===== config.mk =====
export PLATFORM = sky130hd
export DESIGN_NAME = sqrt_iter
export DESIGN_NICKNAME = d
export VERILOG_FILES = /design/src/rtl/sqrt_iter_pkg.sv /design/src/rtl/sqrt_step.sv /design/src/rtl/sqrt_iter.sv
export SDC_FILE = /design/constraint.sdc
export NUM_CORES = 1
export LEC_CHECK = 0
export CAP_MARGIN = 20
export CORE_ASPECT_RATIO = 0.5
export CORE_MARGIN = 1.5
export CORE_UTILIZATION = 40
export CTS_CLUSTER_SIZE = 28
export DETAILED_ROUTE_END_ITERATION = 16
export MAX_ROUTING_LAYER = met4
export PLACE_DENSITY = 0.56
export SYNTH_ARGS = -nofsm -noshare
export SYNTH_HDL_FRONTEND = slang
export SYNTH_SLANG_ARGS = --single-unit

===== constraint.sdc =====
create_clock -name clk -period 5.45 [get_ports clk]
set_input_delay 0.545 -clock clk [delete_from_list [all_inputs] [get_ports clk]]
set_output_delay 0.545 -clock clk [all_outputs]
set_load 0.005 [all_outputs]

===== src/rtl/sqrt_iter_pkg.sv =====
// Shared types and defaults for the iterative fixed-point square root.
package sqrt_iter_pkg;

  typedef enum logic [2:0] {
    StIdle,
    StLoad,
    StIter,
    StRound,
    StDone
  } sqrt_state_e;

  localparam int DefaultInFrac  = 4;
  localparam int DefaultOutFrac = 16;

  // Aligned radicand width, rounded up to an even bit count.
  function automatic int rad_width(input int in_w, input int in_frac, input int out_frac);
    int raw;
    raw = in_w + 2 * out_frac - in_frac;
    return raw + (raw % 2);
  endfunction

endpackage


===== src/rtl/sqrt_step.sv =====
// One radix-2 restoring square-root iteration: consumes two radicand bits, yields one root bit.
module sqrt_step #(
  parameter int OUT_W = 20
) (
  input  logic [OUT_W+1:0] rem_i,
  input  logic [OUT_W-1:0] root_i,
  input  logic [1:0]       bits_i,
  output logic [OUT_W+1:0] rem_o,
  output logic [OUT_W-1:0] root_o
);

  logic [OUT_W+1:0] shifted;
  logic [OUT_W+1:0] trial;

  always_comb begin
    // Top remainder bits are always zero here, so the shift never loses information.
    shifted = (rem_i << 2) | {{OUT_W{1'b0}}, bits_i};
    trial   = {root_i, 2'b01};
    if (shifted >= trial) begin
      rem_o  = shifted - trial;
      root_o = (root_i << 1) | OUT_W'(1);
    end else begin
      rem_o  = shifted;
      root_o = root_i << 1;
    end
  end

endmodule


===== src/rtl/sqrt_iter.sv =====
// Iterative unsigned fixed-point square root, one result bit per cycle.
// Define SQRT_ROUND_EN for round-to-nearest; otherwise the result is truncated.
module sqrt_iter
  import sqrt_iter_pkg::*;
#(
  parameter int IN_W     = 12,
  parameter int IN_FRAC  = DefaultInFrac,
  parameter int OUT_FRAC = DefaultOutFrac,
  localparam int RAD_W   = rad_width(IN_W, IN_FRAC, OUT_FRAC),
  localparam int OUT_W   = RAD_W / 2
) (
  input  logic             clk,
  input  logic             rst_,
  input  logic             in_valid,
  output logic             in_ready,
  input  logic [IN_W-1:0]  A,
  output logic             out_valid,
  input  logic             out_ready,
  output logic [OUT_W-1:0] Q,
  output logic             busy
);

  localparam int ITERS = OUT_W;
  localparam int SHIFT = (2 * OUT_FRAC >= IN_FRAC) ? 2 * OUT_FRAC - IN_FRAC : 0;
  localparam int CNT_W = (ITERS > 1) ? $clog2(ITERS) : 1;
  localparam int REM_W = OUT_W + 2;

  if (2 * OUT_FRAC < IN_FRAC) begin : g_bad_frac
    $error("sqrt_iter: 2*OUT_FRAC must not be less than IN_FRAC");
  end

  sqrt_state_e state_q, state_d;

  logic [RAD_W-1:0] rad_q, rad_d;
  logic [REM_W-1:0] rem_q, rem_d;
  logic [OUT_W-1:0] root_q, root_d;
  logic [CNT_W-1:0] cnt_q, cnt_d;
  logic [OUT_W-1:0] q_q, q_d;

  logic [REM_W-1:0] step_rem;
  logic [OUT_W-1:0] step_root;

  sqrt_step #(
    .OUT_W(OUT_W)
  ) u_step (
    .rem_i (rem_q),
    .root_i(root_q),
    .bits_i(rad_q[RAD_W-1 -: 2]),
    .rem_o (step_rem),
    .root_o(step_root)
  );

  always_ff @(posedge clk or posedge rst_) begin
    if (rst_) begin
      state_q <= StIdle;
    end else begin
      state_q <= state_d;
    end
  end

  always_comb begin
    state_d = state_q;
    unique case (state_q)
      StIdle:  if (in_valid) state_d = StLoad;
      StLoad:  state_d = StIter;
      StIter:  if (cnt_q == '0) state_d = StRound;
      StRound: state_d = StDone;
      StDone:  if (out_ready) state_d = StIdle;
      default: state_d = StIdle;
    endcase
  end

  always_comb begin
    in_ready  = (state_q == StIdle);
    out_valid = (state_q == StDone);
    busy      = (state_q != StIdle);
    Q         = q_q;
  end

  always_ff @(posedge clk or posedge rst_) begin
    if (rst_) begin
      rad_q  <= '0;
      rem_q  <= '0;
      root_q <= '0;
      cnt_q  <= '0;
      q_q    <= '0;
    end else begin
      rad_q  <= rad_d;
      rem_q  <= rem_d;
      root_q <= root_d;
      cnt_q  <= cnt_d;
      q_q    <= q_d;
    end
  end

  always_comb begin
    rad_d  = rad_q;
    rem_d  = rem_q;
    root_d = root_q;
    cnt_d  = cnt_q;
    q_d    = q_q;
    unique case (state_q)
      StIdle: begin
        if (in_valid) begin
          rad_d  = RAD_W'(A);
          rem_d  = '0;
          root_d = '0;
        end
      end
      StLoad: begin
        rad_d = rad_q << SHIFT;
        cnt_d = CNT_W'(ITERS - 1);
      end
      StIter: begin
        rad_d  = rad_q << 2;
        rem_d  = step_rem;
        root_d = step_root;
        if (cnt_q != '0) cnt_d = cnt_q - CNT_W'(1);
      end
      StRound: begin
`ifdef SQRT_ROUND_EN
        // rem > root means the true root lies at or beyond root + 0.5.
        if ((rem_q > {2'b00, root_q}) && !(&root_q)) begin
          q_d = root_q + OUT_W'(1);
        end else begin
          q_d = root_q;
        end
`else
        q_d = root_q;
`endif
      end
      StDone: ;
      default: ;
    endcase
  end

endmodule


==> results_dict.tcl <==
set metrics [dict create \
    die_w_um 166 \
    status "finished, final reports clean" \
    hpwl_um 7010 \
    syn-num-nets 588 \
    seq_power_share 0.302 \
    crit_type "reg2reg" \
    ant_nets 0 \
    clock-sinks 108 \
    arrival_ns 3.66 \
    switchingPower_uw 1690 \
    cts_made_buffers 9 \
    sw_frac_of_total 0.417 \
    drv_slew 0 \
    ir_worst_vdd_v 0.000322 \
    final.setup.tns_ns 0 \
    wl_per_cell_um 14.0 \
    cts_buffer_depth 2 \
    cts-hold-fix-buffers 0 \
    post-route-period-util 0.621 \
    cellPowerDensity_nw_per_um2 657 \
    p_leak_uw 0.00281 \
    grt_pass1_vias 3838 \
    synthCells 548 \
    rows 29 \
    p_int_uw 2360 \
    fillers 1251 \
    yosys_warnings 0 \
    fin_util 0.479 \
    cts.clk_slew.worst_paths_ns 0.08 \
    cts_resized 0 \
    viasPerCell 5.17 \
    ys_ff_latch 108 \
    clock_skew_ns 0.0105 \
    hold_path_class "reg2reg" \
    yosys.area.top_type "dfrtp_1" \
    grt_pass1_wl_um 18800 \
    drive_gt1_frac 0.0637 \
    ys.flop_type "dfrtp_1" \
    vias 3879 \
    final_cell_count_no_fill 751 \
    grt_max_degree 68 \
    netlist_top_cells_area "dfrtp_1, nand2_1, o21ai_0" \
    worstPathRequired_ns 5.72 \
    critPathMaxFanout 15 \
    placedCellCount 735 \
    synth_edf_count 0 \
    clock_latency_ns 0.35 \
    drc 0 \
    ys_types 49 \
    setup_viol 0 \
    report.final.hold_viol_count 0 \
    synth.top_cell.area_share 0.507 \
    start_util 0.415 \
    worst_pin_slew_ns 0.996 \
    cts_tree "done" \
    overflow 0 \
    gp_congestion 0.809 \
    die_area_um2 14100 \
    antenna_found_initial 0 \
    regArea_um2 2700 \
    ios 39 \
    netlist_area_um2 5330 \
    multiInputGateArea_um2 2380 \
    async_flop_share 1.00 \
    dpl_worst_slack_ns 2.07 \
    finalCriticalPeriod_ns 3.38 \
    areaGrowthSynthToFinish_pct 15.5 \
    totalWireLength_um 10500 \
    syn_area_per_cell_um2 9.73 \
    setup.worst_path.start_class "flop" \
    die-height_um 84.6 \
    pwr-share-clk 0.168 \
    firstDrtPassIters 4 \
    num_antenna_cells 0 \
    p_comb_frac 0.531 \
    port_buffers 38 \
    post-cts-setup-buffers 0 \
    nets 616 \
    rsz0062_at_grt "false" \
    cts_root_buf "clkbuf_16" \
    h-tree-depth 3 \
    core_um2 12800 \
    max-cap-violations 0 \
    grtUsageTotal 0.171 \
    synth-seq-area-share 0.507 \
    slew_headroom 0.333 \
    setup.worst_path.end_class "flop" \
    setup_ws_ns 2.07 \
    fmax_mhz 296 \
    drt_iter0_drc 177 \
]
-- area by class of cell --
type | count | area share
well taps | 170 | 0.0345
flip-flops and latches | 108 | 0.439
repair buffers | 46 | 0.0715
clock buffers | 9 | 0.0366
clock inverters | 7 | 0.0132
inverters | 30 | 0.0187
multi-input cells | 381 | 0.387
-- per-layer routing --
metal / global-route usage / part of all wire / vias up
li1: - / - / 1961
met1: 0.229 / 0.53 / 1854
met2: 0.259 / 0.42 / 55
met3: 0.0424 / 0.039 / 9
met4: 0.0471 / 0.011 / 0
met5: - / 0 / -
-- critical path, stage by stage (launching register included) --
cell	delay, ns
dfrtp_1	0.40
ha_1	0.37
a21o_1	0.25
or3_4	0.35
o211ai_2	0.18
nand2_2	0.09
a2111oi_2	0.35
o21ba_1	0.46
buf_4	0.36
mux2_2	0.36
o21ai_0	0.13
-- stage by stage --
| stage | total power [uW] | hold slack, ns | instance area, um^2 |
|---|---|---|---|
| 2_1_floorplan | 2960 | 0.440 | 5330 |
| 3_3_place_gp | 3380 | 0.451 | 5850 |
| 3_5_place_dp | 3410 | 0.458 | 5850 |
| 4_1_cts | 4100 | 0.476 | 6160 |
| 5_1_grt | 4410 | 0.492 | 6160 |
| 6_report | 4040 | 0.471 | 6160 |
-- kinds of logic after synthesis --
kind of cell / after synthesis / synth area share
and+or+nand+nor: 156 / 0.127
buffers and inverters: 59 / 0.0490
xor gates and xnor gates: 19 / 0.0312
AOI/OAI and AO/OA: 166 / 0.200
adders and majority gates: 24 / 0.0563
muxes: 16 / 0.0303
DFF: 108 / 0.507
-- power by group through the flow --
stage	logic [uW]	clock network (uW)	registers, uW
2_1_floorplan	1770	0	1190
5_1_grt	2420	731	1260
6_report	2150	678	1220
3_3_place_gp	2150	0	1230
3_5_place_dp	2170	0	1240
4_1_cts	2170	699	1220
-- final timing paths --
check                                   to  depth (start not counted)  startpoint  slack (ns)
max in group asynchronous        rem_q[14]                          3        rst_        3.71
min in group asynchronous       state_q[0]                          2        rst_        0.70
worst max register to register    rem_q[1]                         10    rem_q[3]        2.07
worst max-delay path              rem_q[1]                         10    rem_q[3]        2.07
worst min register to register   rad_q[28]                          2   rad_q[28]        0.47
worst min-delay path             rad_q[28]                          2   rad_q[28]        0.47
-- cells in the mapped netlist (2+ instances only) --
library cell    n
xor2_1          6
o21a_1          4
nor2b_1         3
a22o_1         18
a21oi_1        17
clkbuf_1       26
a22oi_1        22
ha_1           24
dfrtp_1       108
nand2b_1        5
o21ai_0        62
a41oi_1         3
nand4_1         4
a21o_1          7
buf_12          2
o211ai_1        2
o31ai_2         2
mux2i_1        15
nand3_1         3
or3_1           3
nor2_1         19
o21ai_1        16
xnor2_1        13
nand2_1       102
nor3_1          6
inv_1          30
nand3b_1        2
o21bai_1        2
and2_1          2
-- registers in the layout, summed over array words and instances (netlist names) --
name,flops
rad_q,40
Q,20
rem_q,20
root_q,20
cnt_q,5
state_q,3
-- cell usage in the layout, fill, tap and decap left out, drive strengths merged, types with 13 or more instances in the layout --
cell type,Yosys,layout
a21oi,17,17
o21ai,78,78
a22oi,22,22
a22o,18,18
xnor2,13,13
clkdlybuf4s50,0,38
inv,30,33
nor2,19,19
nand2,103,103
dfrtp,108,108
mux2i,15,15
ha,24,24
Note: power is estimated with default switching activity, not from simulation.
